## src/rtl/npu_pkg.sv

```systemverilog
// npu_pkg
//   Types and defaults shared by the pixel front end (conv_window_gen,
//   conv_line_buf) and conv_unit.
//   - pixel_t      : unsigned 8-bit pixel
//   - CONV_K_H/K_W : default kernel height/width, shared with conv_unit
//   - win_state_e  : window generator frame state (FILL until K_H-1 rows are
//                    buffered, RUN while complete windows can be formed)
package npu_pkg;

   typedef logic [7:0] pixel_t;

   localparam int unsigned CONV_K_H = 3;
   localparam int unsigned CONV_K_W = 3;

   typedef enum logic {
      FILL = 1'b0,
      RUN  = 1'b1
   } win_state_e;

endpackage

```

## src/rtl/conv_line_buf.sv

```systemverilog
// conv_line_buf
//   One image row of pixel storage (DEPTH x 8), single address port.
//   Read-before-write: rd_data always shows the contents at addr as they were
//   before this cycle's write, so the caller gets the previous row's pixel at
//   the same column in the very cycle it stores the new one.
// Ports
//   clk      in   clock, rising edge
//   wr_en    in   write wr_data at addr on this edge
//   addr     in   column address (0..DEPTH-1)
//   wr_data  in   pixel to store
//   rd_data  out  current contents at addr
module conv_line_buf
   import npu_pkg::*;
#(
   parameter int unsigned DEPTH = 32,
   parameter int unsigned AW    = $clog2(DEPTH)
) (
   input  logic          clk,
   input  logic          wr_en,
   input  logic [AW-1:0] addr,
   input  pixel_t        wr_data,
   output pixel_t        rd_data
);

   pixel_t mem [DEPTH];

   // The old row pixel must be available in the accept cycle, so the read
   // port is asynchronous; the write lands on the clock edge, after the read.
   always_ff @(posedge clk) begin
      if (wr_en) begin
         mem[addr] <= wr_data;
      end
   end

   assign rd_data = mem[addr];

endmodule

```

## src/rtl/conv_window_gen.sv

```systemverilog
// conv_window_gen
//   Raster-scan K_H x K_W window generator (stride 1, no padding) feeding
//   conv_unit. One pixel per handshake; K_H-1 cascaded line buffers hold the
//   previous rows. Every fully populated window is presented on conv_win with
//   win_valid, one cycle after the accept of its bottom-right pixel.
// Optional feature macro: CONV_WIN_STATS_EN adds the win_cnt output (windows
//   consumed this frame, saturating).
// Ports
//   clk, rst_n   clock / asynchronous active-low reset
//   pix_in       unsigned pixel
//   pix_sof      first pixel of a frame (meaningful on accept only)
//   pix_valid    pixel present
//   pix_ready    pixel accepted when pix_valid && pix_ready
//   conv_win     window, [0][0] = oldest row, leftmost column
//   win_valid    conv_win holds a new window
//   win_ready    consumer takes the window when win_valid && win_ready
//   frame_done   1-cycle pulse after the last pixel of a frame is accepted
//   win_cnt      windows consumed this frame (CONV_WIN_STATS_EN only)
module conv_window_gen
   import npu_pkg::*;
#(
   parameter int unsigned K_H   = CONV_K_H,
   parameter int unsigned K_W   = CONV_K_W,
   parameter int unsigned IMG_W = 32,
   parameter int unsigned IMG_H = 32
) (
   input  logic   clk,
   input  logic   rst_n,
   input  pixel_t pix_in,
   input  logic   pix_sof,
   input  logic   pix_valid,
   output logic   pix_ready,
   output pixel_t conv_win [0:K_H-1][0:K_W-1],
   output logic   win_valid,
   input  logic   win_ready,
   output logic   frame_done
`ifdef CONV_WIN_STATS_EN
   ,
   output logic [15:0] win_cnt
`endif
);

   localparam int unsigned CW = $clog2(IMG_W);
   localparam int unsigned RW = $clog2(IMG_H);

   localparam logic [CW-1:0] COL_LAST      = CW'(IMG_W - 1);
   localparam logic [CW-1:0] COL_WIN       = CW'(K_W - 1);
   localparam logic [RW-1:0] ROW_LAST      = RW'(IMG_H - 1);
   localparam logic [RW-1:0] ROW_WIN       = RW'(K_H - 1);
   localparam logic [RW-1:0] ROW_FILL_LAST = RW'(K_H - 2);

   win_state_e    state_reg;
   logic [CW-1:0] col_reg, col_next, pos_col;
   logic [RW-1:0] row_reg, row_next, pos_row;
   logic          accept;
   logic          win_done;
   logic          last_pix;
   logic          fill_last_pix;

   pixel_t lb_rd   [K_H-1];
   pixel_t lb_wr   [K_H-1];
   pixel_t col_vec [K_H];

   // A single output slot: a new pixel may enter only if the slot is empty or
   // is being emptied this cycle.
   assign pix_ready = !win_valid || win_ready;
   assign accept    = pix_valid && pix_ready;

   // Position of the pixel on the input port; start-of-frame restarts at (0,0).
   assign pos_col = pix_sof ? '0 : col_reg;
   assign pos_row = pix_sof ? '0 : row_reg;

   assign win_done      = (pos_row >= ROW_WIN) && (pos_col >= COL_WIN);
   assign last_pix      = (pos_row == ROW_LAST) && (pos_col == COL_LAST);
   assign fill_last_pix = (pos_row == ROW_FILL_LAST) && (pos_col == COL_LAST);

   always_comb begin
      col_next = pos_col + 1'b1;
      row_next = pos_row;
      if (pos_col == COL_LAST) begin
         col_next = '0;
         row_next = (pos_row == ROW_LAST) ? '0 : pos_row + 1'b1;
      end
   end

   // Line-buffer cascade: buffer 0 stores the incoming row, buffer g stores
   // what buffer g-1 held, so buffer g reads back the row g+1 rows above.
   always_comb begin
      lb_wr[0] = pix_in;
      for (int j = 1; j < K_H - 1; j++) begin
         lb_wr[j] = lb_rd[j-1];
      end
   end

   genvar gi;
   generate
      for (gi = 0; gi < K_H - 1; gi++) begin : g_lb
         conv_line_buf #(
            .DEPTH (IMG_W)
         ) u_line_buf (
            .clk     (clk),
            .wr_en   (accept),
            .addr    (pos_col),
            .wr_data (lb_wr[gi]),
            .rd_data (lb_rd[gi])
         );
      end
   endgenerate

   // New rightmost column: oldest row at index 0, incoming pixel at the bottom.
   always_comb begin
      col_vec[K_H-1] = pix_in;
      for (int j = 0; j < K_H - 1; j++) begin
         col_vec[K_H-2-j] = lb_rd[j];
      end
   end

   // The shift register is the output slot itself. While a window is pending
   // and unconsumed, pix_ready is low, no pixel is accepted and conv_win holds.
   always_ff @(posedge clk or negedge rst_n) begin
      if (!rst_n) begin
         for (int r = 0; r < K_H; r++) begin
            for (int c = 0; c < K_W; c++) begin
               conv_win[r][c] <= '0;
            end
         end
      end else if (accept) begin
         for (int r = 0; r < K_H; r++) begin
            for (int c = 0; c < K_W - 1; c++) begin
               conv_win[r][c] <= conv_win[r][c+1];
            end
            conv_win[r][K_W-1] <= col_vec[r];
         end
      end
   end

   // Frame position, FSM and handshake outputs.
   always_ff @(posedge clk or negedge rst_n) begin
      if (!rst_n) begin
         state_reg  <= FILL;
         col_reg    <= '0;
         row_reg    <= '0;
         win_valid  <= 1'b0;
         frame_done <= 1'b0;
      end else begin
         frame_done <= accept && (state_reg == RUN) && last_pix;

         if (accept && win_done) begin
            win_valid <= 1'b1;
         end else if (win_ready) begin
            win_valid <= 1'b0;
         end

         if (accept) begin
            col_reg <= col_next;
            row_reg <= row_next;
            if (pix_sof) begin
               state_reg <= FILL;
            end else begin
               case (state_reg)
                  FILL:    if (fill_last_pix) state_reg <= RUN;
                  RUN:     if (last_pix)      state_reg <= FILL;
                  default:                    state_reg <= FILL;
               endcase
            end
         end
      end
   end

`ifdef CONV_WIN_STATS_EN
   // The final count is visible for one cycle after frame_done, then cleared.
   logic done_d_reg;

   always_ff @(posedge clk or negedge rst_n) begin
      if (!rst_n) begin
         win_cnt    <= '0;
         done_d_reg <= 1'b0;
      end else begin
         done_d_reg <= frame_done;
         if ((accept && pix_sof) || done_d_reg) begin
            win_cnt <= '0;
         end else if (win_valid && win_ready && (win_cnt != 16'hFFFF)) begin
            win_cnt <= win_cnt + 16'd1;
         end
      end
   end
`endif

endmodule

```

## config.mk

```make
export PLATFORM = sky130hd
export DESIGN_NAME = conv_window_gen
export DESIGN_NICKNAME = d
export VERILOG_FILES = /design/src/rtl/npu_pkg.sv /design/src/rtl/conv_line_buf.sv /design/src/rtl/conv_window_gen.sv
export SDC_FILE = /design/constraint.sdc
export NUM_CORES = 1
export LEC_CHECK = 0
export ABC_AREA = 1
export CAP_MARGIN = 40
export CELL_PAD_IN_SITES_DETAIL_PLACEMENT = 1
export CELL_PAD_IN_SITES_GLOBAL_PLACEMENT = 2
export CORE_MARGIN = 4
export CORE_UTILIZATION = 40
export CTS_BUF_LIST = sky130_fd_sc_hd__clkbuf_8
export DETAILED_ROUTE_END_ITERATION = 12
export PLACE_DENSITY = 0.81
export SKIP_LAST_GASP = 1
export SYNTH_ARGS = -nofsm -noshare
export SYNTH_HDL_FRONTEND = slang
export SYNTH_HIERARCHICAL = 1
export SYNTH_SLANG_ARGS = --single-unit
```

## constraint.sdc

```tcl
create_clock -name clk -period 7.3 [get_ports clk]
set_input_delay 1.46 -clock clk [delete_from_list [all_inputs] [get_ports clk]]
set_output_delay 1.46 -clock clk [all_outputs]
set_load 0.05 [all_outputs]
```

==> flow_metrics.tcl <==
set metrics [dict create \
    arrival_ns 5.36 \
    first_pass_iters 5 \
    final_common_cell "nand2_1" \
    worstMarginPinSlew_ns 0.896 \
    crit_path_end_kind "register" \
    period_needed_ns 5.05 \
    leakagePower_nw 12.4 \
    syn_to_final_growth_pct 14.3 \
    fin_area_mm2 0.0288 \
    synth_area_leaders "edfxtp_1 (61%), nand2_1 (24%), dfrtp_1 (8.4%)" \
    drive_above_1_share_pct 8.17 \
    postCtsSetupRepairBufs 0 \
    die_area_mm2 0.0671 \
    internal_power_mw 5.96 \
    first_global_vias 18600 \
    whs_ns 0.478 \
    cts_buffers 100 \
    cts_tree "done" \
    nets 2661 \
    fin_ws_ns 2.25 \
    start_util_pct 40.6 \
    drt-wirelength-per-cell_um 19.7 \
    ctsHoldBuffers 0 \
    fmax_mhz 198 \
    synth_top_family_by_area "simple AND/OR/NAND/NOR gates" \
    yosys.area_share.simple_pct 26.8 \
    synth_top_area_share_pct 61.0 \
    ys_seq_area_share_pct 69.4 \
    largest_reg_flops 512 \
    cts.sinks 597 \
    syn_area_per_cell_um2 9.98 \
    synth_compound_area_share_pct 0.278 \
    overflow 0 \
    power_frac_comb_pct 17.5 \
    seqPwrFrac_pct 47.3 \
    vias 17300 \
    grt_pass1_wl_mm 109 \
    root_buffer "clkbuf_8" \
    setup_tns_ns 0 \
    dieWidth_um 259 \
    synthDistinctLibCells 24 \
    path_class "in2reg" \
    ir_drop_mv 0.185 \
    netSwitchingPower_mw 2.57 \
    routed_wl_mm 70.1 \
    path_clk_slew_ns 0.06 \
    ys_ff_latch 597 \
    port_buffers 87 \
    clockBufferDepth 3 \
    ys_warn_count 6 \
    rsz0062_at_grt "false" \
    crit_required_ns 7.61 \
    place.gp.congestion 0.771 \
    swShare_pct 30.2 \
    cp-start-kind "primary input" \
    cts_max_level 3 \
    place_ws_ns 1.54 \
    yosysTopAreaCell "edfxtp_1" \
    syn_inst 2526 \
    first_iter_violations 936 \
    netlist_area_mm2 0.0252 \
    reg2reg_slack_ns 3.32 \
    largest-register "g_lb.u_line_buf/mem" \
    reg_top3 "g_lb.u_line_buf/mem: 512 flops, conv_win: 72 flops" \
    timing.final.crit_share_pct 69.2 \
    slew_viol_final 0 \
    synth-xor-area-share_pct 0 \
    fp.coreArea_mm2 0.0621 \
    power.share.clock_pct 35.2 \
    fillers 6955 \
    route.detailed.drc 0 \
    routed_via_density 4.86 \
    synth_fp_nets 2543 \
    status "completed" \
    final_cell_mix "nand2_1 (1,607), edfxtp_1 (512), nor2_1 (113)" \
    final_core_util_pct 46.4 \
    rows 91 \
    dpl_cell_area_mm2 0.0268 \
    yosys-mux-area-fraction_pct 0 \
    maxCapViolCount 0 \
    cts_resized 0 \
    synth_fa_ha_area_share_pct 0.198 \
    setup_viol 0 \
    clk_latency_ns 0.70 \
    grt_max_degree 75 \
    power.density_mw_per_mm2 296 \
    hpwl_mm 42.1 \
    die_h_um 259 \
    critPathMaxFanout 74 \
    grt_use_total_pct 21.1 \
    relSlewSlack_pct 40.3 \
    hold_class "reg2reg" \
    pin_count 88 \
    antenna_left 0 \
    clock_skew_ns 0.0354 \
    antenna_found_initial 1 \
    hold_violations 0 \
]
-- per-stage QoR --
| step | std cells | total power, mW |
|---|---|---|
| CTS | 3565 | 8.66 |
| detailed placement | 3379 | 5.61 |
| global placement | 3374 | 5.59 |
| floorplan | 2526 | 5.01 |
| finish | 3566 | 8.53 |
| global route | 3566 | 8.95 |
-- power by group through the flow --
| stage | Combinational [mW] | Sequential (mW) | Clock, mW |
|---|---|---|---|
| 3_3_place_gp | 1.48 | 4.10 | 0 |
| 2_1_floorplan | 0.600 | 4.41 | 0 |
| 3_5_place_dp | 1.51 | 4.11 | 0 |
| 5_1_grt | 1.62 | 4.05 | 3.27 |
| 6_report | 1.49 | 4.04 | 3.00 |
| 4_1_cts | 1.52 | 4.04 | 3.10 |
-- per-layer routing --
layer / up-vias / wire (um) / global-route usage [%]
met5: - / 0 / 0
li1: 8343 / - / -
met2: 281 / 35700 / 37.4
met1: 8602 / 30600 / 27.2
met3: 117 / 1980 / 2.59
met4: 0 / 1730 / 6.43
-- cell usage after synthesis --
library cell and instances:
nand2_1 1608, edfxtp_1 512, nor2_1 115, dfrtp_1 85, buf_2 51, buf_4 34, inv_1 21, inv_2 20
nand3_1 19, clkbuf_1 16, nor3_2 16, buf_6 9, ha_1 4, o21ai_0 4, a21oi_1 3, a21oi_4 1
buf_8 1, nand3_2 1, nand3b_1 1, nand4_1 1, nor3_1 1, nor4_1 1, o211ai_2 1, o22ai_1 1
-- area by class of cell --
type	instances	area, um2	share of cell area, %
Multi-Input combinational cell	1777	6900	23.9
Tap cell	837	1050	3.63
Clock buffer	111	1530	5.30
Clock inverter	75	502	1.74
Antenna cell	1	2.50	0.00868
Timing Repair Buffer	127	1190	4.12
Sequential cell	597	17500	60.7
Inverter	41	156	0.543
-- kinds of logic (layout without fill, tap and decap cells) --
group	Yosys count	in the layout
AND/OR/NAND/NOR	1763	1763
flip-flops	597	597
buffers and inverters	152	354
AO/OA/AOI/OAI	10	10
adder cells (fa/ha/maj)	4	4
other	0	1
-- worst paths after layout --
kind	cells past startpoint	to	start
max	6	g_lb[0].u_line_buf/mem[13][1]	pix_sof
min	2	conv_win[16]	conv_win[8]
max reg2reg	6	g_lb[0].u_line_buf/mem[13][1]	col_reg[0]
min reg2reg	2	conv_win[16]	conv_win[8]
max in group asynchronous	3	conv_win[0]	rst_n
min in group asynchronous	1	conv_win[48]	rst_n
-- critical path: stages --
cell and delay [ns]:
clkdlybuf4s50_1 0.63, nor2_4 0.22, buf_4 0.50, buf_4 0.76, nand3_1 0.81, nor2_1 0.92
Power figures use the tool's default switching activity.
